[config.mk]
export PLATFORM = sky130hd
export DESIGN_NAME = collision_detect
export DESIGN_NICKNAME = d
export VERILOG_FILES = /design/src/rtl/dino_pkg.sv /design/src/rtl/frame_tracker.sv /design/src/rtl/collision_detect.sv
export SDC_FILE = /design/constraint.sdc
export NUM_CORES = 1
export LEC_CHECK = 0
export BUFFER_PORTS_ARGS = -buffer_cell sky130_fd_sc_hd__buf_2
export CAP_MARGIN = 20
export CORE_AREA = 2 2 73 75
export CTS_CLUSTER_DIAMETER = 80
export DETAILED_ROUTE_END_ITERATION = 6
export DIE_AREA = 0 0 75 77
export PLACE_DENSITY = 0.73
export SYNTH_ARGS = -nofsm -noshare
export SYNTH_HDL_FRONTEND = slang
export SYNTH_HIERARCHICAL = 1
export SYNTH_SLANG_ARGS = --single-unit
[constraint.sdc]
create_clock -name i_clk -period 4.1 [get_ports i_clk]
set_input_delay 1.025 -clock i_clk [delete_from_list [all_inputs] [get_ports i_clk]]
set_output_delay 1.025 -clock i_clk [all_outputs]
set_load 0.01 [all_outputs]
[src/rtl/dino_pkg.sv]
// Shared definitions for the dino game: gamestate encoding, screen size and
// the collision detector state type.
package dino_pkg;

  typedef enum logic [1:0] {
    GS_READY = 2'b00,
    GS_RUN   = 2'b01,
    GS_DEAD  = 2'b10
  } gamestate_e;

  localparam int SCREEN_W = 640;
  localparam int SCREEN_H = 480;

  typedef enum logic [1:0] {
    ST_IDLE,
    ST_GRACE,
    ST_ARMED,
    ST_HIT
  } cd_state_e;

  function automatic logic [9:0] sat_inc(input logic [9:0] v, input logic inc);
    return (inc && (v != 10'h3FF)) ? v + 10'd1 : v;
  endfunction

endpackage

[src/rtl/frame_tracker.sv]
// Pixel-strobe qualifiers: start of frame (pixel 0,0) and visible-area pixel.
module frame_tracker
  import dino_pkg::*;
#(
  parameter int H_ACTIVE = SCREEN_W,
  parameter int V_ACTIVE = SCREEN_H
) (
  input  logic       i_pix_en,
  input  logic [9:0] i_col_addr,
  input  logic [8:0] i_row_addr,
  output logic       o_frame_start,
  output logic       o_active
);

  // One extra bit so a limit of 1024 / 512 is representable.
  localparam logic [10:0] H_LIM = 11'(H_ACTIVE);
  localparam logic [9:0]  V_LIM = 10'(V_ACTIVE);

  assign o_frame_start = i_pix_en && (i_col_addr == 10'd0) && (i_row_addr == 9'd0);
  assign o_active      = i_pix_en && ({1'b0, i_col_addr} < H_LIM) && ({1'b0, i_row_addr} < V_LIM);

endmodule

[src/rtl/collision_detect.sv]
// Glitch-filtered dino/obstacle collision detector: counts overlapping sprite
// pixels per frame and latches a hit (with its first-overlap position).
module collision_detect
  import dino_pkg::*;
#(
  parameter int THRESH       = 4,
  parameter int GRACE_FRAMES = 2,
  parameter int H_ACTIVE     = SCREEN_W,
  parameter int V_ACTIVE     = SCREEN_H
) (
  input  logic       i_clk,
  input  logic       i_rst,
  input  logic       i_pix_en,
  input  logic [9:0] i_col_addr,
  input  logic [8:0] i_row_addr,
  input  logic       i_isemptyDino,
  input  logic       i_isemptyObstacle,
  input  logic [1:0] i_gamestate,
  output logic       o_collision,
  output logic [9:0] o_hit_col,
  output logic [8:0] o_hit_row,
  output logic [9:0] o_overlap_cnt
);

  localparam logic [9:0] THRESH_V = 10'(THRESH);
  localparam logic [3:0] GRACE_V  = 4'(GRACE_FRAMES);

  logic       w_frame_start;
  logic       w_active;
  logic       w_ov;
  logic [9:0] w_cnt_next;
  logic       w_thresh_hit;
  logic       w_run;

  cd_state_e  r_state;
  logic [9:0] r_cur_cnt;
  logic [3:0] r_grace;
  logic       r_captured;
  logic       r_collision;
  logic [9:0] r_hit_col;
  logic [8:0] r_hit_row;
  logic [9:0] r_overlap_cnt;

  frame_tracker #(
    .H_ACTIVE (H_ACTIVE),
    .V_ACTIVE (V_ACTIVE)
  ) u_frame_tracker (
    .i_pix_en      (i_pix_en),
    .i_col_addr    (i_col_addr),
    .i_row_addr    (i_row_addr),
    .o_frame_start (w_frame_start),
    .o_active      (w_active)
  );

  assign w_ov  = w_active && !i_isemptyDino && !i_isemptyObstacle;
  assign w_run = (i_gamestate == GS_RUN);

  // A frame-start pixel opens the new frame's count rather than extending the old one.
  assign w_cnt_next   = w_frame_start ? {9'd0, w_ov} : sat_inc(r_cur_cnt, w_ov);
  assign w_thresh_hit = w_ov && (w_cnt_next >= THRESH_V);

  always_ff @(posedge i_clk) begin
    if (i_rst) begin
      r_state       <= ST_IDLE;
      r_cur_cnt     <= 10'd0;
      r_grace       <= 4'd0;
      r_captured    <= 1'b0;
      r_collision   <= 1'b0;
      r_hit_col     <= 10'd0;
      r_hit_row     <= 9'd0;
      r_overlap_cnt <= 10'd0;
    end else begin
      case (r_state)
        ST_IDLE: begin
          r_cur_cnt  <= 10'd0;
          r_grace    <= 4'd0;
          r_captured <= 1'b0;
          if (w_run) begin
            if (GRACE_V == 4'd0) begin
              r_state <= ST_ARMED;
            end else begin
              r_state <= ST_GRACE;
              r_grace <= GRACE_V;
            end
          end
        end

        ST_GRACE, ST_ARMED: begin
          if (!w_run) begin
            r_state    <= ST_IDLE;
            r_cur_cnt  <= 10'd0;
            r_grace    <= 4'd0;
            r_captured <= 1'b0;
          end else if ((r_state == ST_GRACE) && !(w_frame_start && (r_grace == 4'd0))) begin
            if (w_frame_start) begin
              r_grace <= r_grace - 4'd1;
            end
          end else if (i_pix_en) begin
            // Counting pixel: either ARMED, or the frame start that ends the grace period.
            r_state     <= w_thresh_hit ? ST_HIT : ST_ARMED;
            r_collision <= w_thresh_hit;
            r_cur_cnt   <= w_cnt_next;
            r_captured  <= w_frame_start ? w_ov : (r_captured || w_ov);
            if (w_frame_start) begin
              r_overlap_cnt <= r_cur_cnt;
            end
            if (w_ov && (w_frame_start || !r_captured)) begin
              r_hit_col <= i_col_addr;
              r_hit_row <= i_row_addr;
            end
          end
        end

        ST_HIT: begin
          r_collision <= 1'b1;
        end

        default: begin
          r_state <= ST_IDLE;
        end
      endcase
    end
  end

  assign o_collision   = r_collision;
  assign o_hit_col     = r_hit_col;
  assign o_hit_row     = r_hit_row;
  assign o_overlap_cnt = r_overlap_cnt;

endmodule

* After elaboration in Yosys (flattened, before gate mapping) *
Index checks and enable logic that the tools add are counted.

operators by class
  reductions and logical operators = 30
  $add $sub $neg = 2
  equal/unequal tests = 13
  magnitude comparators = 3
  bitwise logic cells = 1
  muxes and demuxes = 26

operators by type and width
  kind                                                                     count
  10-bit two-way mux                                                       5
  10-bit case mux with 2 select lines                                      1
  4-bit two-way mux                                                        3
  3-bit inequality test (second input constant)                            4
  1-bit logical AND                                                        11
  10-bit by 1-bit adder with 10-bit output (second input constant)         1
  10-bit by 3-bit >= comparator with 1-bit output (second input constant)  1
  10-bit logical NOT                                                       1
  10-bit < comparator (second input constant)                              1
  2-bit two-way mux                                                        5
  10-bit inequality test (second input constant)                           1
  5-bit AND reduction                                                      2
  9-bit logical NOT                                                        1
  9-bit < comparator (second input constant)                               1
  1-bit two-way mux                                                        8
  2-bit inequality test (second input constant)                            4
  4-bit case mux with 2 select lines                                       1
  4-bit AND reduction                                                      2
  3-bit AND reduction                                                      2
  2-bit by 1-bit == test with 1-bit output (second input constant)         2
  2-bit == test (second input constant)                                    2
  1-bit logical NOT                                                        4
  4-bit logical NOT                                                        1
  1-bit case mux with 2 select lines                                       2
  other kinds (7)                                                          9

storage, ports and cells
  input port bits = 26
  logic and storage cells = 83
  bits in registers = 47
  output and inout port bits = 30

* Longest topological paths before layout *
  depth in word-level cells = 15
  depth in mapped cells = 10
  gate-level depth less buffers = 9

* Modules after synthesis *
The synthesis kept the hierarchy.

modules (own cells, without submodules)
  module            cells each  area an instance (um2)  seq. area each (um2)  times used
  collision_detect  263         2339.7                  940.9                 1
  frame_tracker     11          91.3                    0.0                   1

* Worst setup path before layout *
No wires, ideal clock.

  path type = input port to flip-flop
  start point = input port i_col_addr[7]
  end point = register r_hit_col[1] (netlist: o_hit_col[1])
  required time = 3.972 ns
  arrival = 2.728 ns
  path slack = 1.245 ns
  setup time = 0.128 ns
  path buffers = 2
  cell stages on the path = 9
  cells stage by stage = o21ai_0 -> nand2_1 -> a41oi_1 -> or3b_2 -> nor3_1 -> buf_4 -> buf_4 -> mux2i_1 -> nor2_1

between the ends
  elaborated cells between the ends (all ways) = 15
  those cells by class = order compare (1); bitwise (1); reduce/logical (13)

RTL lines
  item                            line                     text
  from (decl)                     collision_detect.sv:14   input logic [9:0] i_col_addr,
  10-bit < comparator             frame_tracker.sv:20      assign o_active = i_pix_en && ({1'b0, i_col_addr} < H_LIM) && ({1'b0, i_row_addr} < V_LIM);
  1-bit logical AND (2 in a row)  frame_tracker.sv:20
  via w_active                    collision_detect.sv:29   logic w_active;
  1-bit logical AND (2 in a row)  collision_detect.sv:55   assign w_ov = w_active && !i_isemptyDino && !i_isemptyObstacle;
  1-bit logical AND               collision_detect.sv:107  if (w_ov && (w_frame_start || !r_captured)) begin
  5-bit AND reduction (no line)   -
  to (signal assigned)            collision_detect.sv:108  r_hit_col <= i_col_addr;
  to (decl)                       collision_detect.sv:40   logic [9:0] r_hit_col;

The timed path passes the listed nets, and every way through them passes these cells.
A chain may end at the register's enable or synchronous reset.

* Worst setup path after layout *
  start point = input port i_col_addr[0]
  end point = register r_cur_cnt[6]

between the ends
  elaborated cells between the ends (all ways) = 20
  those cells by class = order compare (1); eq/ne (1); mux (6); reduce/logical (12)

RTL lines
  item                                                                        line                                            text
  10-bit logical NOT *                                                        frame_tracker.sv:19                             assign o_frame_start = i_pix_en && (i_col_addr == 10'd0) && (i_row_addr == 9'd0);
  1-bit logical AND * (2 in a row)                                            frame_tracker.sv:19
  via w_frame_start                                                           collision_detect.sv:28                          logic w_frame_start;
  10-bit two-way mux or 1-bit logical AND (tied branches)                     collision_detect.sv:59, collision_detect.sv:94
  10-bit two-way mux or 1-bit logical NOT (tied branches)                     collision_detect.sv:98, collision_detect.sv:94
  10-bit two-way mux or 1-bit logical AND (tied branches)                     collision_detect.sv:94                          end else if ((r_state == ST_GRACE) && !(w_frame_start && (r_grace == 4'd0))) begin
  10-bit two-way mux or 3-bit inequality test (tied branches)                 -
  10-bit case mux with 2 select lines or 3-bit AND reduction (tied branches)  -
  to (signal assigned)                                                        collision_detect.sv:102                         r_cur_cnt <= w_cnt_next;
  to (decl)                                                                   collision_detect.sv:36                          logic [9:0] r_cur_cnt;

Mark *: on every way through the listed nets, which the timed path passes. The rest lies on a longest branch. The select of a mux whose other input is x is not followed.

==> key figures <==
Power
  • Sw Ratio: between 20% and 30%
  • Flop pwr share: between 40% and 50%
  • Comb power frac: about an eighth
  • Lkg Pwr: between 1 and 1.5 nW
  • Clock power share: 38.0%
  • Pint: about 0.7 mW
  • Max IR drop VDD: roughly 0.00019 V
  • Cell Pwr Density: approximately 330 mW/mm^2
  • P_sw: around 0.23 mW

Yosys
  • Synth async-reset ratio: 0%
  • Avg Cell Area, Syn: roughly 9 um^2
  • Synth Instances: between 200 and 300
  • Synth Register Bits: 47
  • Main area contributors after synthesis: dfxtp_1 39%, mux2i_1 12%, nor2_1 7.3%
  • Post-synth top area cell: dfxtp_1
  • Top-area cell type share of the netlist area: about two fifths
  • Number of synthesized flops with an enable pin: 0
  • Synthesized area: 0.00243 mm^2
  • Distinct cells, synth: 50
  • Post-synthesis sequential area ratio: between 30% and 40%
  • Post-synth top flop: dfxtp_1
  • Syn nets: 306
  • Yosys warnings: 6

Global routing
  • Initial antenna violation count: 0
  • Largest net degree at the start of global routing: 48
  • Total track usage: 20.3%
  • Total gr overflow: 0
  • Vias in the first global route: 2028
  • First-pass GRT wire length: ~9300 um

Final layout
  • Multi-input logic area: 0.00137 mm^2
  • Fraction of layout instances using a drive strength above 1: between 20% and 30%
  • Non-filler cells, final: approximately 390
  • FF+latch area: around 940 um^2
  • Design Area, Final: about 0.0029 mm^2
  • Layout Area Growth over Synthesis: 17.3%
  • Commonest cells after routing, fill and taps aside: 55 x buf_2, 47 x nor2_1, 47 x dfxtp_1
  • Ant diodes: 0
  • Final Core Density: between 50 and 60%
  • Nets: about 350
  • Layout fillers: roughly 440
  • Commonest non-fill, non-tap cell in the layout: buf_2

Floorplanning
  • Die area: 0.00578 mm^2
  • Die height: about 77 um
  • Chip width: around 75 um
  • Num ports: 56
  • Std cell rows: 26
  • CORE AREA: ~0.0050 mm^2
  • Initial core utilization: approximately half

Drt
  • Via density: 5.48
  • Detail Route Antenna Nets: 0
  • Final WL: roughly 5400 um
  • Drt first pass iters: 4
  • Routed length per instance: ~14 um
  • Via count: approximately 2200
  • Drt drc: 0
  • Iteration-0 DRC Markers: around 160

Clocking
  • Clock H-tree levels: 2
  • Clock buffer count from CTS: 5
  • Clock-pin slew on the worst setup and hold paths: about 0.090 ns
  • Root Buffer: clkbuf_8
  • Number of setup buffers added after CTS: 0
  • CTS tree: built
  • Cts-stage hold buffer count: 0
  • # clock sinks: 47
  • # resized after CTS: 0
  • Clock buffer depth: 2
  • Worst skew pair latency: 0.30 ns

Placed design
  • Hpwl dp: 3890 um
  • Placed Cells: roughly 380
  • Port bufs: 55
  • Post-DP Area: between 0.002 and 0.003 mm^2
  • Placer Congestion: 0.842

STA
  • Worst Skew: 0.00377 ns
  • Fin crit share: between 70% and 80%
  • Final setup vio count: 0
  • Max-slew violations: 0
  • Fin crit period: roughly 3.1 ns
  • Min Hold Slack: between 0.4 and 0.5 ns
  • Endpoints failing hold: 0
  • Rel. slew slack: between 40% and 50%
  • Final setup TNS: 0 ns
  • Fmax: between 300 and 400 MHz
  • Slew @ Worst Pin: around 0.86 ns
  • RSZ-0062 raised after global routing: false

Worst setup path
  • CP Capture Type: flip-flop
  • Critical Path Start Type: input pin
  • Required time worst endpoint: around 4.3 ns
  • Kind of critical path: input pin to flip-flop
  • Crit path DAT: 3.35 ns
  • Crit-path max FO: 11

Outcome
  • Status: complete, no violations

Min path
  • Min-delay worst type: flip-flop to flip-flop

Job
  • Max-cap viol count: 0
## per-layer routing
metal  track usage, %  vias up  wire length, um
met2             30.5       48             2520
met4             7.86        0               83
li1                 -     1080                -
met5                0        -                0
met3             4.47        6              234
met1             27.9     1016             2610
## cell usage after synthesis, drive strengths merged (3+ instances only)
library cell and number:
a21oi 14, a311oi 7, inv 11, nor2b 3, o21ai 6, nand3 3
mux2i 30, buf 10, nand2b 3, ha 6, clkbuf 8, a31oi 5
o21a 3, o31ai 5, nand4 3, nor4 8, nor3 10, nand2 15
dfxtp 47, nor2 48
## metrics by stage
| stage | worst slack [ns] | power, mW |
|---|---|---|
| final | 0.964 | 0.937 |
| after global routing | 0.711 | 0.975 |
| after CTS | 0.964 | 0.947 |
| after detailed placement | 0.663 | 0.590 |
| after global placement | 0.717 | 0.587 |
| after floorplan | 1.24 | 0.552 |
## power by group through the flow
stage / Clock [mW] / Combinational, mW / Sequential [mW]
2_1_floorplan: 0 / 0.0766 / 0.475
3_3_place_gp: 0 / 0.111 / 0.476
3_5_place_dp: 0 / 0.113 / 0.476
4_1_cts: 0.367 / 0.114 / 0.466
5_1_grt: 0.379 / 0.129 / 0.466
6_report: 0.356 / 0.115 / 0.465
## area by class of cell
| class | instances | area share (%) |
|---|---|---|
| multi-input cells | 198 | 47.9 |
| flip-flops and latches | 47 | 33.0 |
| repair buffers | 58 | 10.4 |
| well taps | 70 | 3.07 |
| clock buffers | 6 | 2.89 |
| inverters | 11 | 1.45 |
| clock inverters | 2 | 1.23 |
## critical path: stages
cell and delay [ns]:
buf_2 0.11, nor4_1 0.34, nand2_1 0.12, nor2_1 0.10, buf_4 0.17, and4bb_2 0.26
o2111ai_2 0.17, nor2_1 0.58, o21ai_0 0.18, a311oi_1 0.29
## sequential cells by signal (all words and copies together), names as in the netlist
| signal | flops |
|---|---|
| r_cur_cnt | 10 |
| r_grace | 4 |
| o_collision | 1 |
| r_captured | 1 |
| o_overlap_cnt | 10 |
| o_hit_col | 10 |
| r_state | 2 |
| o_hit_row | 9 |
## kinds of logic (layout without fill, tap and decap cells)
family	count (synthesis)	in the layout	synth area share, %
AND/OR/NAND/NOR	106	106	23.6
XOR/XNOR	3	3	1.08
adder cells (fa/ha/maj)	6	6	3.09
flip-flops	47	47	38.7
multiplexers	30	30	12.4
AO/OA/AOI/OAI	53	53	16.0
buffers and inverters	29	77	5.25
## final timing paths
check | from | endpoint | slack, ns | cells past startpoint
worst min register to register | o_hit_col[0] | o_hit_col[0] | 0.49 | 2
worst min-delay path | o_hit_col[0] | o_hit_col[0] | 0.49 | 2
worst max register to register | r_state[1] | r_cur_cnt[6] | 1.75 | 6
worst max-delay path | i_col_addr[0] | r_cur_cnt[6] | 0.96 | 10
Note: power is estimated with default switching activity, not from simulation.
